$ cat config.mk
export PLATFORM = sky130hd
export DESIGN_NAME = dmem_arbiter_flat
export DESIGN_NICKNAME = d
export VERILOG_FILES = /design/src/rtl/dmem_arbiter_pkg.sv /design/src/rtl/dmem_arbiter_if.sv /design/src/rtl/dmem_arb_pick.sv /design/src/rtl/dmem_arbiter.sv /design/src/flat_wrapper.sv
export SDC_FILE = /design/constraint.sdc
export NUM_CORES = 1
export LEC_CHECK = 0
export BUFFER_PORTS_ARGS = -buffer_cell sky130_fd_sc_hd__buf_2
export CAP_MARGIN = 0
export CORE_UTILIZATION = 45
export DETAILED_ROUTE_END_ITERATION = 10
export HOLD_SLACK_MARGIN = 0.02
export PLACE_DENSITY = 0.92
export SLEW_MARGIN = 20
export SYNTH_ARGS = -nofsm -noshare
export SYNTH_HDL_FRONTEND = slang
export SYNTH_SLANG_ARGS = --single-unit
$ cat constraint.sdc
create_clock -name clk -period 2 [get_ports clk]
set_input_delay 0.4 -clock clk [delete_from_list [all_inputs] [get_ports clk]]
set_output_delay 0.4 -clock clk [all_outputs]
set_load 0.05 [all_outputs]
$ cat src/rtl/dmem_arbiter_pkg.sv
// dmem_arbiter_pkg: shared FSM encoding, port indices and default widths for the data-memory arbiter
package dmem_arbiter_pkg;
   localparam int DEF_AW = 8;
   localparam int DEF_DW = 8;
   localparam logic PORT_CPU = 1'b0;
   localparam logic PORT_DBG = 1'b1;
   typedef enum logic [1:0] {
      IDLE   = 2'd0,
      ACCESS = 2'd1,
      RESP   = 2'd2
   } arb_state_e;
endpackage

$ cat src/rtl/dmem_arbiter_if.sv
// dmem_arbiter_if: request/grant/done handshake bundle for both arbiter ports
interface dmem_arbiter_if
   import dmem_arbiter_pkg::*;
#(
   parameter int AW = DEF_AW,
   parameter int DW = DEF_DW
);
   logic req0, req1, we0, we1;
   logic gnt0, gnt1, done0, done1;
   logic [AW-1:0] addr0, addr1;
   logic [DW-1:0] wdata0, wdata1, rdata;
   modport master (
      output req0, req1, we0, we1, addr0, addr1, wdata0, wdata1,
      input  gnt0, gnt1, done0, done1, rdata
   );
   modport slave (
      input  req0, req1, we0, we1, addr0, addr1, wdata0, wdata1,
      output gnt0, gnt1, done0, done1, rdata
   );
endinterface

$ cat src/rtl/dmem_arb_pick.sv
// dmem_arb_pick: two-way selector; a lone request wins, a tie goes to the port named by ptr
module dmem_arb_pick (
   input  logic req0,
   input  logic req1,
   input  logic ptr,
   output logic win,
   output logic valid
);
   // port 1 wins when it is alone or when the tie pointer favours it
   always_comb begin
      valid = req0 | req1;
      win   = req1 & (~req0 | ptr);
   end
endmodule

$ cat src/rtl/dmem_arbiter.sv
// dmem_arbiter: serialises two load/store ports onto one data memory; DMEM_ARB_RR_EN selects round-robin ties
module dmem_arbiter
   import dmem_arbiter_pkg::*;
#(
   parameter int DATA_ADDRESS_WIDTH = DEF_AW,
   parameter int DATA_WIDTH         = DEF_DW
)(
   input  logic                          clk,
   input  logic                          reset_n,
   dmem_arbiter_if.slave                 bus,
   output logic [DATA_ADDRESS_WIDTH-1:0] address_in_bus,
   output logic [DATA_WIDTH-1:0]         data_in_bus,
   input  logic [DATA_WIDTH-1:0]         data_out_bus,
   output logic                          MW
);
   arb_state_e state_q, state_d;
   logic port_q, port_d, we_q, we_d, mw_q, mw_d;
   logic [DATA_ADDRESS_WIDTH-1:0] addr_q, addr_d;
   logic [DATA_WIDTH-1:0] wdata_q, wdata_d, rdata_q, rdata_d;
   logic [1:0] done_q, done_d;
   logic ptr, win, valid;
`ifdef DMEM_ARB_RR_EN
   logic ptr_q, ptr_d;
   assign ptr = ptr_q;
`else
   assign ptr = PORT_CPU;
`endif

   dmem_arb_pick u_pick (
      .req0  (bus.req0),
      .req1  (bus.req1),
      .ptr   (ptr),
      .win   (win),
      .valid (valid)
   );

   // grant is offered only while idle and out of reset so the latch edge and the pulse coincide
   assign bus.gnt0 = reset_n && state_q == IDLE && valid && win == PORT_CPU;
   assign bus.gnt1 = reset_n && state_q == IDLE && valid && win == PORT_DBG;
   assign bus.done0 = done_q[0];
   assign bus.done1 = done_q[1];
   assign bus.rdata = rdata_q;
   assign address_in_bus = addr_q;
   assign data_in_bus = wdata_q;
   assign MW = mw_q;

   // next-state: latch the winner in IDLE, strobe MW/capture data in ACCESS, retire in RESP
   always_comb begin
      state_d = state_q;
      port_d  = port_q;
      we_d    = we_q;
      addr_d  = addr_q;
      wdata_d = wdata_q;
      rdata_d = rdata_q;
      mw_d    = 1'b0;
      done_d  = 2'b00;
`ifdef DMEM_ARB_RR_EN
      ptr_d   = ptr_q;
`endif
      case (state_q)
         IDLE: if (valid) begin
            state_d = ACCESS;
            port_d  = win;
            we_d    = win ? bus.we1 : bus.we0;
            addr_d  = win ? bus.addr1 : bus.addr0;
            wdata_d = win ? bus.wdata1 : bus.wdata0;
            mw_d    = we_d;
         end
         ACCESS: begin
            state_d = RESP;
            rdata_d = we_q ? rdata_q : data_out_bus;
            done_d[port_q] = 1'b1;
         end
         RESP: begin
            state_d = IDLE;
`ifdef DMEM_ARB_RR_EN
            ptr_d = ~port_q;
`endif
         end
         default: state_d = IDLE;
      endcase
   end

   // all state and memory-facing outputs registered; reset also aborts an in-flight access
   always_ff @(posedge clk) begin
      if (!reset_n) begin
         state_q <= IDLE;
         port_q  <= PORT_CPU;
         we_q    <= 1'b0;
         addr_q  <= '0;
         wdata_q <= '0;
         rdata_q <= '0;
         mw_q    <= 1'b0;
         done_q  <= 2'b00;
`ifdef DMEM_ARB_RR_EN
         ptr_q   <= PORT_CPU;
`endif
      end else begin
         state_q <= state_d;
         port_q  <= port_d;
         we_q    <= we_d;
         addr_q  <= addr_d;
         wdata_q <= wdata_d;
         rdata_q <= rdata_d;
         mw_q    <= mw_d;
         done_q  <= done_d;
`ifdef DMEM_ARB_RR_EN
         ptr_q   <= ptr_d;
`endif
      end
   end
endmodule

$ cat src/flat_wrapper.sv
// flat-port wrapper written by rule: the top's interface ports become plain ports
module dmem_arbiter_flat import dmem_arbiter_pkg::*;
#(
   parameter int DATA_ADDRESS_WIDTH = DEF_AW,
   parameter int DATA_WIDTH         = DEF_DW
)
  (clk, reset_n, address_in_bus, data_in_bus, data_out_bus, MW, bus_req0, bus_req1, bus_we0, bus_we1, bus_addr0, bus_addr1, bus_wdata0, bus_wdata1, bus_gnt0, bus_gnt1, bus_done0, bus_done1, bus_rdata);
  dmem_arbiter_if #(.AW(8), .DW(8)) bus_i ();
  input  logic clk;
  input  logic reset_n;
  output logic [DATA_ADDRESS_WIDTH-1:0] address_in_bus;
  output logic [DATA_WIDTH-1:0] data_in_bus;
  input  logic [DATA_WIDTH-1:0] data_out_bus;
  output logic MW;
  input wire logic [$bits(bus_i.req0)-1:0] bus_req0;
  input wire logic [$bits(bus_i.req1)-1:0] bus_req1;
  input wire logic [$bits(bus_i.we0)-1:0] bus_we0;
  input wire logic [$bits(bus_i.we1)-1:0] bus_we1;
  input wire logic [$bits(bus_i.addr0)-1:0] bus_addr0;
  input wire logic [$bits(bus_i.addr1)-1:0] bus_addr1;
  input wire logic [$bits(bus_i.wdata0)-1:0] bus_wdata0;
  input wire logic [$bits(bus_i.wdata1)-1:0] bus_wdata1;
  output wire logic [$bits(bus_i.gnt0)-1:0] bus_gnt0;
  output wire logic [$bits(bus_i.gnt1)-1:0] bus_gnt1;
  output wire logic [$bits(bus_i.done0)-1:0] bus_done0;
  output wire logic [$bits(bus_i.done1)-1:0] bus_done1;
  output wire logic [$bits(bus_i.rdata)-1:0] bus_rdata;
  assign bus_i.req0 = bus_req0;
  assign bus_i.req1 = bus_req1;
  assign bus_i.we0 = bus_we0;
  assign bus_i.we1 = bus_we1;
  assign bus_i.addr0 = bus_addr0;
  assign bus_i.addr1 = bus_addr1;
  assign bus_i.wdata0 = bus_wdata0;
  assign bus_i.wdata1 = bus_wdata1;
  assign bus_gnt0 = bus_i.gnt0;
  assign bus_gnt1 = bus_i.gnt1;
  assign bus_done0 = bus_i.done0;
  assign bus_done1 = bus_i.done1;
  assign bus_rdata = bus_i.rdata;
  dmem_arbiter #(.DATA_ADDRESS_WIDTH(DATA_ADDRESS_WIDTH), .DATA_WIDTH(DATA_WIDTH)) u_core (.clk(clk), .reset_n(reset_n), .bus(bus_i), .address_in_bus(address_in_bus), .data_in_bus(data_in_bus), .data_out_bus(data_out_bus), .MW(MW));
endmodule
==> results.txt <==
The run finished, with violations left. The checks that failed: DRC. The logs give 1283 for the number of vias in the routed layout and 136 for the number of instances in the synthesized netlist. The initial antenna violation count came out at 0. The post-route DRC violation count was 7; the via count normalized by instance count was 5.30.

The top-level port count is 75, and the number of buffers inserted by post-CTS setup repair is 0. STA classifies the critical path endpoint as a primary output. The combinational family with the most area after synthesis is compound AO/OA/AOI/OAI gates. The run gives 48.5% as the starting density of the core. Summed over all layers, the global routing overflow is 0. At the worst endpoint, the required time is 1.60 ns. 0 antenna diodes ended up in the layout. The tools report the number of global-route vias before repair as 1284. The clock period minus worst slack works out to 1.89 ns. The post-synthesis cell type count was 23. Multiplexer cells account for 6.57% of the synthesized area. Buffers inserted during clock tree synthesis total 5. The proportion of layout cells with a drive suffix above 1 works out to 51.7%. The most common library cell in the layout ignoring fill and taps was sky130_fd_sc_hd__buf_2. The mean post-synth cell area works out to 10.1 um^2. The y dimension of the die came out at 57.2 um.

Count of antenna-violating nets left after detailed routing: 0. The worst pin sits at a relative slew slack of 71.5%. Number of filler instances in the final layout: 239.

The wire length per cell was 13.2 um. The worst path arrival time came out at 1.49 ns. The share of the synthesized area in compound gates (AO/OA/AOI/OAI) is 23.3%. In the finished design, the share of the clock period the worst path needs comes to 94.6%.

The cell sitting at the root of the clock tree is a sky130_fd_sc_hd__clkbuf_4. Input and output buffers added on the ports amount to 74. The total count of max-transition violations in the final report came out at 0.

The synthesized netlist devotes 0% of its cell area to adder and majority cells. Setup repair after global routing left no endpoint under its margin. The final worst setup slack is 0.108 ns. The worst-case IR drop observed on VDD is 407 uV. The initial DRC count came out at 51.

TritonCTS built the clock tree. The total power density per cell area is 819 nW/um^2, and the length of the first detailed-routing pass in iterations is 8. Of all nets on the critical path, the largest fanout is 9. The congestion estimate from routability-driven global placement came to 0.740. For the pin count of the biggest net entering global routing, the log shows 24.

Relative to the synthesized area, the layout overhead comes to 32.7%. The clock net sink count was 31. The synthesized flop and latch total works out to 31.

The wire length reported by the detailed router came out at 3190 um. In the layout the commonest cells are sky130_fd_sc_hd__buf_2 (73), sky130_fd_sc_hd__dfxtp_1 (31), sky130_fd_sc_hd__inv_1 (17), sky130_fd_sc_hd__o221a_2 (16), sky130_fd_sc_hd__nor3b_1 (11). Based on the critical path, the design can be clocked at up to 529 MHz.

The type of the worst setup path is flop to primary output. The clock passes through at most 2 buffers. The logs give 0 ns for the setup total negative slack and 2830 um^2 for the area inside the core boundary. After clock tree synthesis, the clock-pin slew on the worst setup and hold paths is 0.09 ns.

The path class of the tightest hold or removal check is primary input to flop. The tools report the total global routing track utilization as 21.1%. For the worst-skew pair, the clock arrives at the later sink with an insertion delay of 0.32 ns.

Synthesis produced a netlist with a net count of 182. The transition time at the pin with the least slew margin came out at 0.426 ns. The initialized floorplan defines 19 standard-cell rows.

The die covers 3270 um^2. The wire length of the first global-routing pass is 5260 um, and the number of nets in the layout is 258. The worst setup path is launched from a flop.

The fraction of synthesized cell area in xor and xnor cells works out to 0%. Of the total synthesized cell area, the portion taken by AND, OR, NAND and NOR gates is 14.2%. The final setup violation count was 0.

Summing every instance area after synthesis gives 1370 um^2. The count of endpoints failing hold in the final timing report came out at 0. Detailed placement ended at an HPWL of 2390 um. The run gives 2 as the number of levels in the clock H-tree. The die is 57.2 um wide. The logs give 0 for the number of maximum-capacitance violations and 0.193 ns for the worst slack after detailed placement. Yosys printed 0 warnings.

After synthesis, flip-flops and latches occupy 45.3% of the total area. Between clock sinks in the finished design, the worst skew comes to 0.00652 ns. The leakage power total was 0.930 nW.
## registers in the layout, summed over array words and instances (netlist names)
name	count
u_core.port_q	1
u_core.state_q	2
u_core.we_q	1
u_core.bus.rdata	8
u_core.data_in_bus	8
u_core.done_q	2
u_core.MW	1
u_core.address_in_bus	8
## Yosys cell counts
cell type                    n  share of area (%)
sky130_fd_sc_hd__buf_2       6                2.2
sky130_fd_sc_hd__nor4_1      1               0.46
sky130_fd_sc_hd__o21ai_0     1               0.36
sky130_fd_sc_hd__o21ba_1     1               0.73
sky130_fd_sc_hd__or2_1       1               0.46
sky130_fd_sc_hd__nor3_2      1               0.73
sky130_fd_sc_hd__nand2b_1    1               0.46
sky130_fd_sc_hd__mux2i_1     9                6.6
sky130_fd_sc_hd__or3_1       1               0.46
sky130_fd_sc_hd__a211oi_2    1               0.91
sky130_fd_sc_hd__dfxtp_1    31                 45
sky130_fd_sc_hd__clkbuf_1    3               0.82
sky130_fd_sc_hd__a21oi_1    10                3.6
sky130_fd_sc_hd__and2_1      2               0.91
sky130_fd_sc_hd__nor2_1      8                2.2
sky130_fd_sc_hd__nor2b_1     2               0.91
sky130_fd_sc_hd__inv_1      17                4.7
sky130_fd_sc_hd__nor3b_1    11                6.0
sky130_fd_sc_hd__buf_4       1               0.55
sky130_fd_sc_hd__o221a_2    16                 13
sky130_fd_sc_hd__a2bb2oi_1   7                4.5
sky130_fd_sc_hd__buf_6       3                2.5
sky130_fd_sc_hd__nor2_4      2                1.6
## cell type report
class / instances / area, um^2 / share of cell area, %
sequential: 31 / 621 / 34.1
tap: 31 / 38.8 / 2.13
inverter: 17 / 63.8 / 3.51
clock buffer: 6 / 41.3 / 2.27
multi-input combinational: 75 / 622 / 34.2
timing repair buffer: 82 / 433 / 23.8
## through the flow
step / std cells / hold WS, ns / cell area, um^2 / power (W) / util [%]
2_1_floorplan: 136 / 0.399 / 1390 / 0.00108 / -
3_3_place_gp: 236 / 0.444 / 1770 / 0.00118 / 62.7
3_5_place_dp: 236 / 0.446 / 1770 / 0.00119 / 62.7
4_1_cts: 242 / 0.310 / 1820 / 0.00150 / 64.3
5_1_grt: 242 / 0.310 / 1820 / 0.00156 / 64.3
6_report: 242 / 0.316 / 1820 / 0.00149 / 64.3
## final timing paths
| kind | start | slack (ns) | to | cells past startpoint |
|---|---|---|---|---|
| setup / recovery | u_core.state_q[1] | 0.11 | bus_gnt0 | 4 |
| hold / removal | data_out_bus[6] | 0.32 | u_core.bus.rdata[6] | 3 |
| setup reg to reg | u_core.state_q[1] | 0.47 | u_core.address_in_bus[2] | 4 |
| hold reg to reg | u_core.port_q | 0.47 | u_core.done_q[0] | 1 |
## cell families after synthesis
group,Yosys count
buffers and inverters,30
and+or+nand+nor,30
AOI/OAI and AO/OA,36
DFF,31
muxes,9
## per-layer routing
metal	global-route usage, %	up-vias	wire length [um]
met4	9.06	0	72
met3	5.44	10	241
li1	-	634	-
met5	0	-	0
met1	23.0	574	1390
met2	38.3	65	1490
## power breakdown
part / internal [W] / switching (W) / leakage (nW) / total (W)
clock: 0.000125 / 0.000185 / 0.0242 / 0.000310
combinational: 0.000166 / 0.000313 / 0.650 / 0.000479
sequential: 0.000673 / 0.0000282 / 0.256 / 0.000701
total: 0.000964 / 0.000526 / 0.930 / 0.00149
## what timing repair did
action,in CTS,in global routing
endpoints found under the hold margin,0,0
endpoints found under the setup margin,1,0
hold buffers,0,0
gates resized for setup,2,0
## worst max-delay path, cell delays in order (launching register included)
cell and delay (ns):
sky130_fd_sc_hd__dfxtp_1 0.33, sky130_fd_sc_hd__or2_4 0.29, sky130_fd_sc_hd__nor3_2 0.20, sky130_fd_sc_hd__and2_1 0.16, sky130_fd_sc_hd__buf_4 0.20
(Power assumes the default switching activity.)
